--- src/rtl/siso_bist_seq.sv ---
// BIST sequencer for a serial-in/serial-out chain of DEPTH stages.
// It shifts a test word in MSB-first, flushes the chain, and checks the word that comes back.
module siso_bist_seq #(
  parameter int WIDTH = 8,
  parameter int DEPTH = 4
) (
  input  logic             clk,
  input  logic             reset,
  input  logic             start,
  input  logic [WIDTH-1:0] tx_data,
  output logic             ready,
  output logic             busy,
  output logic             sr_d,
  input  logic             sr_v,
  output logic             done,
  output logic [WIDTH-1:0] rx_data,
  output logic             match,
  output logic [7:0]       err_cnt
);

  localparam int TOTAL = WIDTH + DEPTH;
  localparam int CW    = $clog2(TOTAL + 1);

  localparam logic [CW-1:0] SHIFT_LAST = CW'(WIDTH - 1);
  localparam logic [CW-1:0] DRAIN_LAST = CW'(TOTAL - 1);
  localparam logic [CW-1:0] CAP_FIRST  = CW'(DEPTH);

  typedef enum logic [1:0] {
    IDLE,
    SHIFT,
    DRAIN,
    DONE
  } state_t;

  state_t           state_reg, state_next;
  logic [CW-1:0]    cnt_reg, cnt_next;
  logic [WIDTH-1:0] tx_q_reg, tx_q_next;
  logic [WIDTH-1:0] tx_sh_reg, tx_sh_next;
  logic [WIDTH-1:0] rx_reg, rx_next;
  logic [WIDTH-1:0] rx_shifted;
  logic [WIDTH-1:0] tx_sh_adv;
  logic             sr_d_reg, sr_d_next;
  logic             match_reg, match_next;
  logic [7:0]       err_reg, err_next;
  logic             in_flight;

  // Receive word shifted left by one with the returning chain bit entering at the LSB.
  genvar gi;
  generate
    for (gi = 0; gi < WIDTH; gi++) begin : g_rx
      if (gi == 0) begin : g_lsb
        assign rx_shifted[gi] = sr_v;
      end else begin : g_up
        assign rx_shifted[gi] = rx_reg[gi-1];
      end
    end
  endgenerate

  // tx_sh_reg always has the bit currently on sr_d in its MSB.
  assign tx_sh_adv = tx_sh_reg << 1;
  assign in_flight = (state_reg == SHIFT) || (state_reg == DRAIN);

  always_comb begin
    state_next = state_reg;
    cnt_next   = cnt_reg;
    tx_q_next  = tx_q_reg;
    tx_sh_next = tx_sh_reg;
    rx_next    = rx_reg;
    match_next = match_reg;
    err_next   = err_reg;
    sr_d_next  = 1'b0;

    unique case (state_reg)
      IDLE: begin
        if (start) begin
          state_next = SHIFT;
          cnt_next   = '0;
          tx_q_next  = tx_data;
          tx_sh_next = tx_data;
          rx_next    = '0;
          match_next = 1'b0;
          sr_d_next  = tx_data[WIDTH-1];
        end
      end
      SHIFT: begin
        cnt_next = cnt_reg + 1'b1;
        if (cnt_reg == SHIFT_LAST) begin
          state_next = DRAIN;
        end else begin
          tx_sh_next = tx_sh_adv;
          sr_d_next  = tx_sh_adv[WIDTH-1];
        end
      end
      DRAIN: begin
        cnt_next = cnt_reg + 1'b1;
        if (cnt_reg == DRAIN_LAST) begin
          state_next = DONE;
        end
      end
      DONE: begin
        state_next = IDLE;
        if (!match_reg && (err_reg != 8'hFF)) begin
          err_next = err_reg + 8'd1;
        end
      end
    endcase

    // Bits from before the test occupy the first DEPTH cycles and are skipped.
    if (in_flight && (cnt_reg >= CAP_FIRST)) begin
      rx_next = rx_shifted;
    end

    // Compare on the final capture so match is already valid while done is high.
    if ((state_reg == DRAIN) && (cnt_reg == DRAIN_LAST)) begin
      match_next = (rx_shifted == tx_q_reg);
    end
  end

  always_ff @(posedge clk) begin
    if (!reset) begin
      state_reg <= IDLE;
      cnt_reg   <= '0;
      tx_q_reg  <= '0;
      tx_sh_reg <= '0;
      rx_reg    <= '0;
      match_reg <= 1'b0;
      err_reg   <= 8'd0;
      sr_d_reg  <= 1'b0;
    end else begin
      state_reg <= state_next;
      cnt_reg   <= cnt_next;
      tx_q_reg  <= tx_q_next;
      tx_sh_reg <= tx_sh_next;
      rx_reg    <= rx_next;
      match_reg <= match_next;
      err_reg   <= err_next;
      sr_d_reg  <= sr_d_next;
    end
  end

  assign ready   = (state_reg == IDLE);
  assign busy    = (state_reg != IDLE);
  assign done    = (state_reg == DONE);
  assign sr_d    = sr_d_reg;
  assign rx_data = rx_reg;
  assign match   = match_reg;
  assign err_cnt = err_reg;

endmodule
--- config.mk ---
export PLATFORM = sky130hd
export DESIGN_NAME = siso_bist_seq
export DESIGN_NICKNAME = d
export VERILOG_FILES = /design/src/rtl/siso_bist_seq.sv
export SDC_FILE = /design/constraint.sdc
export NUM_CORES = 1
export LEC_CHECK = 0
export CAP_MARGIN = 30
export CORE_MARGIN = 8
export CORE_UTILIZATION = 40
export DETAILED_ROUTE_END_ITERATION = 10
export PLACE_DENSITY_LB_ADDON = 0.12
export SYNTH_ARGS = -nofsm -noshare
export SYNTH_HDL_FRONTEND = slang
export SYNTH_SLANG_ARGS = --single-unit
--- constraint.sdc ---
create_clock -name clk -period 1.79 [get_ports clk]
set_input_delay 0.179 -clock clk [delete_from_list [all_inputs] [get_ports clk]]
set_output_delay 0.179 -clock clk [all_outputs]
set_load 0.01 [all_outputs]
Yosys cells after proc, flatten, opt, wreduce, memory -nomap -nowiden. Cells that the tools add are included.

Bits of input ports: 12. Bits in registers: 39. Output and inout bits: 21.

Equality and inequality tests: 11. $lt $le $gt $ge: 1. Add/subtract/negate cells: 2. Mux-type cells: 18. Reduce and logical (&&, ||, !) cells: 21.

Operators with widths (number): two-way mux 8 bit (3); two-way mux 7 bit (2); one-hot mux 7 bit (2 select lines) (1); nonzero test 2 bit (7); AND reduction 2 bit (5); adder 8 x 1 -> 8 bit, second input constant (1); == test 8 bit (1); inequality test 8 bit, second input constant (1); one-hot mux 2 bit (4 select lines) (1); one-hot mux 4 bit (2 select lines) (1); two-way mux 2 bit (3); AND reduction 3 bit (2); two-way mux 1 bit (5); adder 4 x 1 -> 4 bit, second input constant (1); == test 2 bit, second input constant (2); == test 4 x 3 -> 1 bit, second input constant (1); == test 4 bit, second input constant (1); >= comparator 4 x 3 -> 1 bit, second input constant (1); two-way mux 4 bit (1); inequality test 2 x 1 -> 1 bit, second input constant (2); inequality test 2 bit, second input constant (2); logical AND 1 bit (3); == test 2 x 1 -> 1 bit, second input constant (1); zero test 2 bit (1); other kinds (4) (4).

Logic depth before layout (Yosys ltp).
Word-level depth: 5. Mapped depth: 8. Mapped depth without buffers: 6.

Worst setup path after synthesis. No wires, ideal clock.

Path kind: flip-flop to flip-flop. Start point: register state_reg[0]. End point: register tx_sh_reg[2]. Required time: 1.674 ns. Setup time: 0.116 ns. Setup slack: 0.126 ns. Data arrival time: 1.548 ns. Buffers on the path: 2. Cell stages (with the launch flop): 9. Path through: dfxtp_1 > inv_1 > ha_1 > buf_2 > nor2b_2 > nor3_4 > buf_6 > nand2_1 > o211a_1.

Longest elaborated chain between the ends: 3. Elaborated cells between the ends (all ways): 7. Those cells by class: eq/ne (3); mux (1); reduce/logical (3).

Ends and longest elaborated chain: start: declaration (line 35) `state_t state_reg, state_next;`; start signal: assignment (line 130) `state_reg <= state_next;`; zero test 2 bit (*); via ready (line 11) `output logic ready,`; inequality test 2 bit (no source line) / nonzero test 2 bit (equally long branches); AND reduction 3 bit (no source line); end signal: assignment (line 133) `tx_sh_reg <= tx_sh_next;`; end: declaration (line 38) `logic [WIDTH-1:0] tx_sh_reg, tx_sh_next;`.

The timed path passes the listed nets; every way through them passes the cells marked *. A chain may end at the register's enable or synchronous reset.

Worst setup path after layout.
Start point: register state_reg[0]. End point: output port done.

Longest elaborated chain between the ends: 1.

Ends and longest elaborated chain: == test 2 bit (line 143) `assign done = (state_reg == DONE);`; end: declaration (line 15) `output logic done,`.

Every way passes these cells.

==> results_dict.tcl <==
set metrics [dict create \
    synth_common_cells "dfxtp_1, nand2_1, a21boi_0" \
    clock-sinks 39 \
    final_layout_size_suffix_gt1_share_pct 8.468 \
    insertion_delay_ns 0.30 \
    vias 1560 \
    syn_inst 214 \
    drt_wl_total_um 4255 \
    clk_pin_slew_ns 0.08 \
    die_x_um 85.61 \
    synth_area_leaders "dfxtp_1, nand2_1, a21boi_0, mux2i_1, ha_1" \
    syn_nets 232 \
    maxSlewViolCount 0 \
    whs_ns 0.4801 \
    end_kind "output pin" \
    holdPathStages 2 \
    synth_top_area_share_pct 40.28 \
    firstDrtPassIters 4 \
    dieHeight_um 85.61 \
    ys_seq_elements 39 \
    synth_ff_type "dfxtp_1" \
    ios 33 \
    avgViaCountPerCell 5.166 \
    fmax_mhz 606.7 \
    cts_buffers 5 \
    postCtsHoldBufs 0 \
    finalCritPeriodShare_pct 92.08 \
    gp_congestion 0.7634 \
    cts-root-buf "clkbuf_8" \
    synthArstFlopShare_pct 0 \
    grt_first_pass_wirelength_um 7307 \
    drt-wirelength-per-cell_um 14.09 \
    fin_area_um2 2425 \
    synth-edff-count 0 \
    p_per_area_nw_per_um2 1143 \
    ant_nets 0 \
    ys.warnings.count 0 \
    yosysMostFrequentCell "dfxtp_1" \
    htree_levels 2 \
    required_ns 1.61 \
    diodes 0 \
    fin_total_pwr_uw 2772 \
    path_class "reg -> out" \
    layout_min_cycle_time_ns 1.648 \
    placedInstanceArea_um2 2321 \
    synth.distinct_cells 43 \
    drc 0 \
    fin_nets 265 \
    drtIter0Drc 128 \
    overflow 0 \
    dp_hpwl_um 3030 \
    cts_setup_buffers 0 \
    ff2ff_path_depth 5 \
    leakage_uw 0.0009860 \
    track_usage_pct 12.41 \
    met2_usage_pct 18.90 \
    fin_tns_setup_ns 0 \
    yosys.area.top_type "dfxtp_1" \
    finClkSkew_ns 0.005910 \
    cts_max_path_buffers 2 \
    tritoncts "done" \
    syn_to_final_growth_pct 25.11 \
    start_util_pct 41.31 \
    hold_class "reg -> reg" \
    port_buffers 32 \
    core_area_um2 4692 \
    grt_max_degree 43 \
    synth.avg_cell_area_um2 9.057 \
    dieArea_um2 7328 \
    startpoint_type "flop" \
    fp-row-count 25 \
    grt-busiest-layer "met2" \
    max_slew_margin_pct 61.71 \
    grt_pass1_vias 1544 \
    met1_usage_pct 14.84 \
    syn-cell-area_um2 1938 \
    cap_violations 0 \
    setup_viol 0 \
    hold_violations 0 \
    arrival_ns 1.47 \
    grt_antenna_before_repair 0 \
    status "finished clean" \
    crit_fanout 4 \
    worstMarginPinSlew_ns 0.5705 \
    ys_seq_area_share_pct 40.28 \
    peakVddDrop_v 0.0005808 \
    grt.met3_usage_pct 4.871 \
    rsz0062_at_grt "false" \
]
-- worst paths after layout --
check | start | to | slack [ns]
worst min register to register | tx_q_reg[0] | tx_q_reg[0] | 0.48
worst max-delay path | state_reg[0] | done | 0.14
worst min-delay path | tx_q_reg[0] | tx_q_reg[0] | 0.48
worst max register to register | state_reg[0] | rx_data[2] | 0.21
-- layer usage --
metal,wire length (um),vias up
li1,-,810
met1,2049,707
met2,1826,34
met3,288,9
met4,91,0
met5,0,-
-- timing repair --
| action | CTS | global route |
|---|---|---|
| pin swaps | 0 | 0 |
| setup endpoints to repair | 2 | 1 |
| gates resized for setup | 3 | 1 |
-- worst max-delay path, cell delays in order, from the launching register on --
cell             delay [ns]
dfxtp_2                0.36
ha_1                   0.24
clkdlybuf4s50_1        0.56
-- through the flow --
| stage | setup slack [ns] | instances | util [%] |
|---|---|---|---|
| CTS | 0.02313 | 302 | 51.63 |
| global placement | 0.2338 | 294 | 49.47 |
| detailed placement | 0.1827 | 294 | 49.47 |
| global route | 0.08786 | 302 | 51.68 |
| floorplan | 0.1258 | 214 | - |
| finish | 0.1417 | 302 | 51.68 |
-- final cells by class --
| class | count | area [um^2] |
|---|---|---|
| clock buffers | 8 | 100.1 |
| fillers | 449 | 2267 |
| inverters | 3 | 11.26 |
| multi-input cells | 161 | 1091 |
| flip-flops and latches | 39 | 783.3 |
| well taps | 54 | 67.56 |
| repair buffers | 37 | 371.6 |
-- where the power goes --
group          switching [uW]  internal (uW)  leakage (uW)
Clock                     316            352     0.0000515
Combinational             529            454      0.000616
Sequential               97.7           1020      0.000318
-- cell families after synthesis --
kind of cell,count (synthesis),share of synthesized area [%]
adders and majority gates,6,3.873
xor gates and xnor gates,13,5.875
muxes,9,4.648
and+or+nand+nor,89,24.53
DFF,39,40.28
AOI/OAI and AO/OA,44,17.37
buffers and inverters,14,3.421
-- cells in the final DEF, fill, tap and decap left out, types with 3 or more instances in the layout --
| cell | count |
|---|---|
| nor2_1 | 4 |
| nand2b_1 | 3 |
| xor2_1 | 8 |
| mux2i_1 | 9 |
| nand3_1 | 12 |
| ha_1 | 6 |
| o211a_1 | 6 |
| nor2b_1 | 6 |
| clkbuf_8 | 7 |
| clkdlybuf4s50_1 | 30 |
| and2_1 | 8 |
| a21boi_0 | 18 |
| nand2_1 | 37 |
| xnor2_1 | 5 |
| o21ai_0 | 7 |
| dfxtp_1 | 37 |
| inv_1 | 3 |
| buf_4 | 4 |
Note: power is estimated with default switching activity, not from simulation.
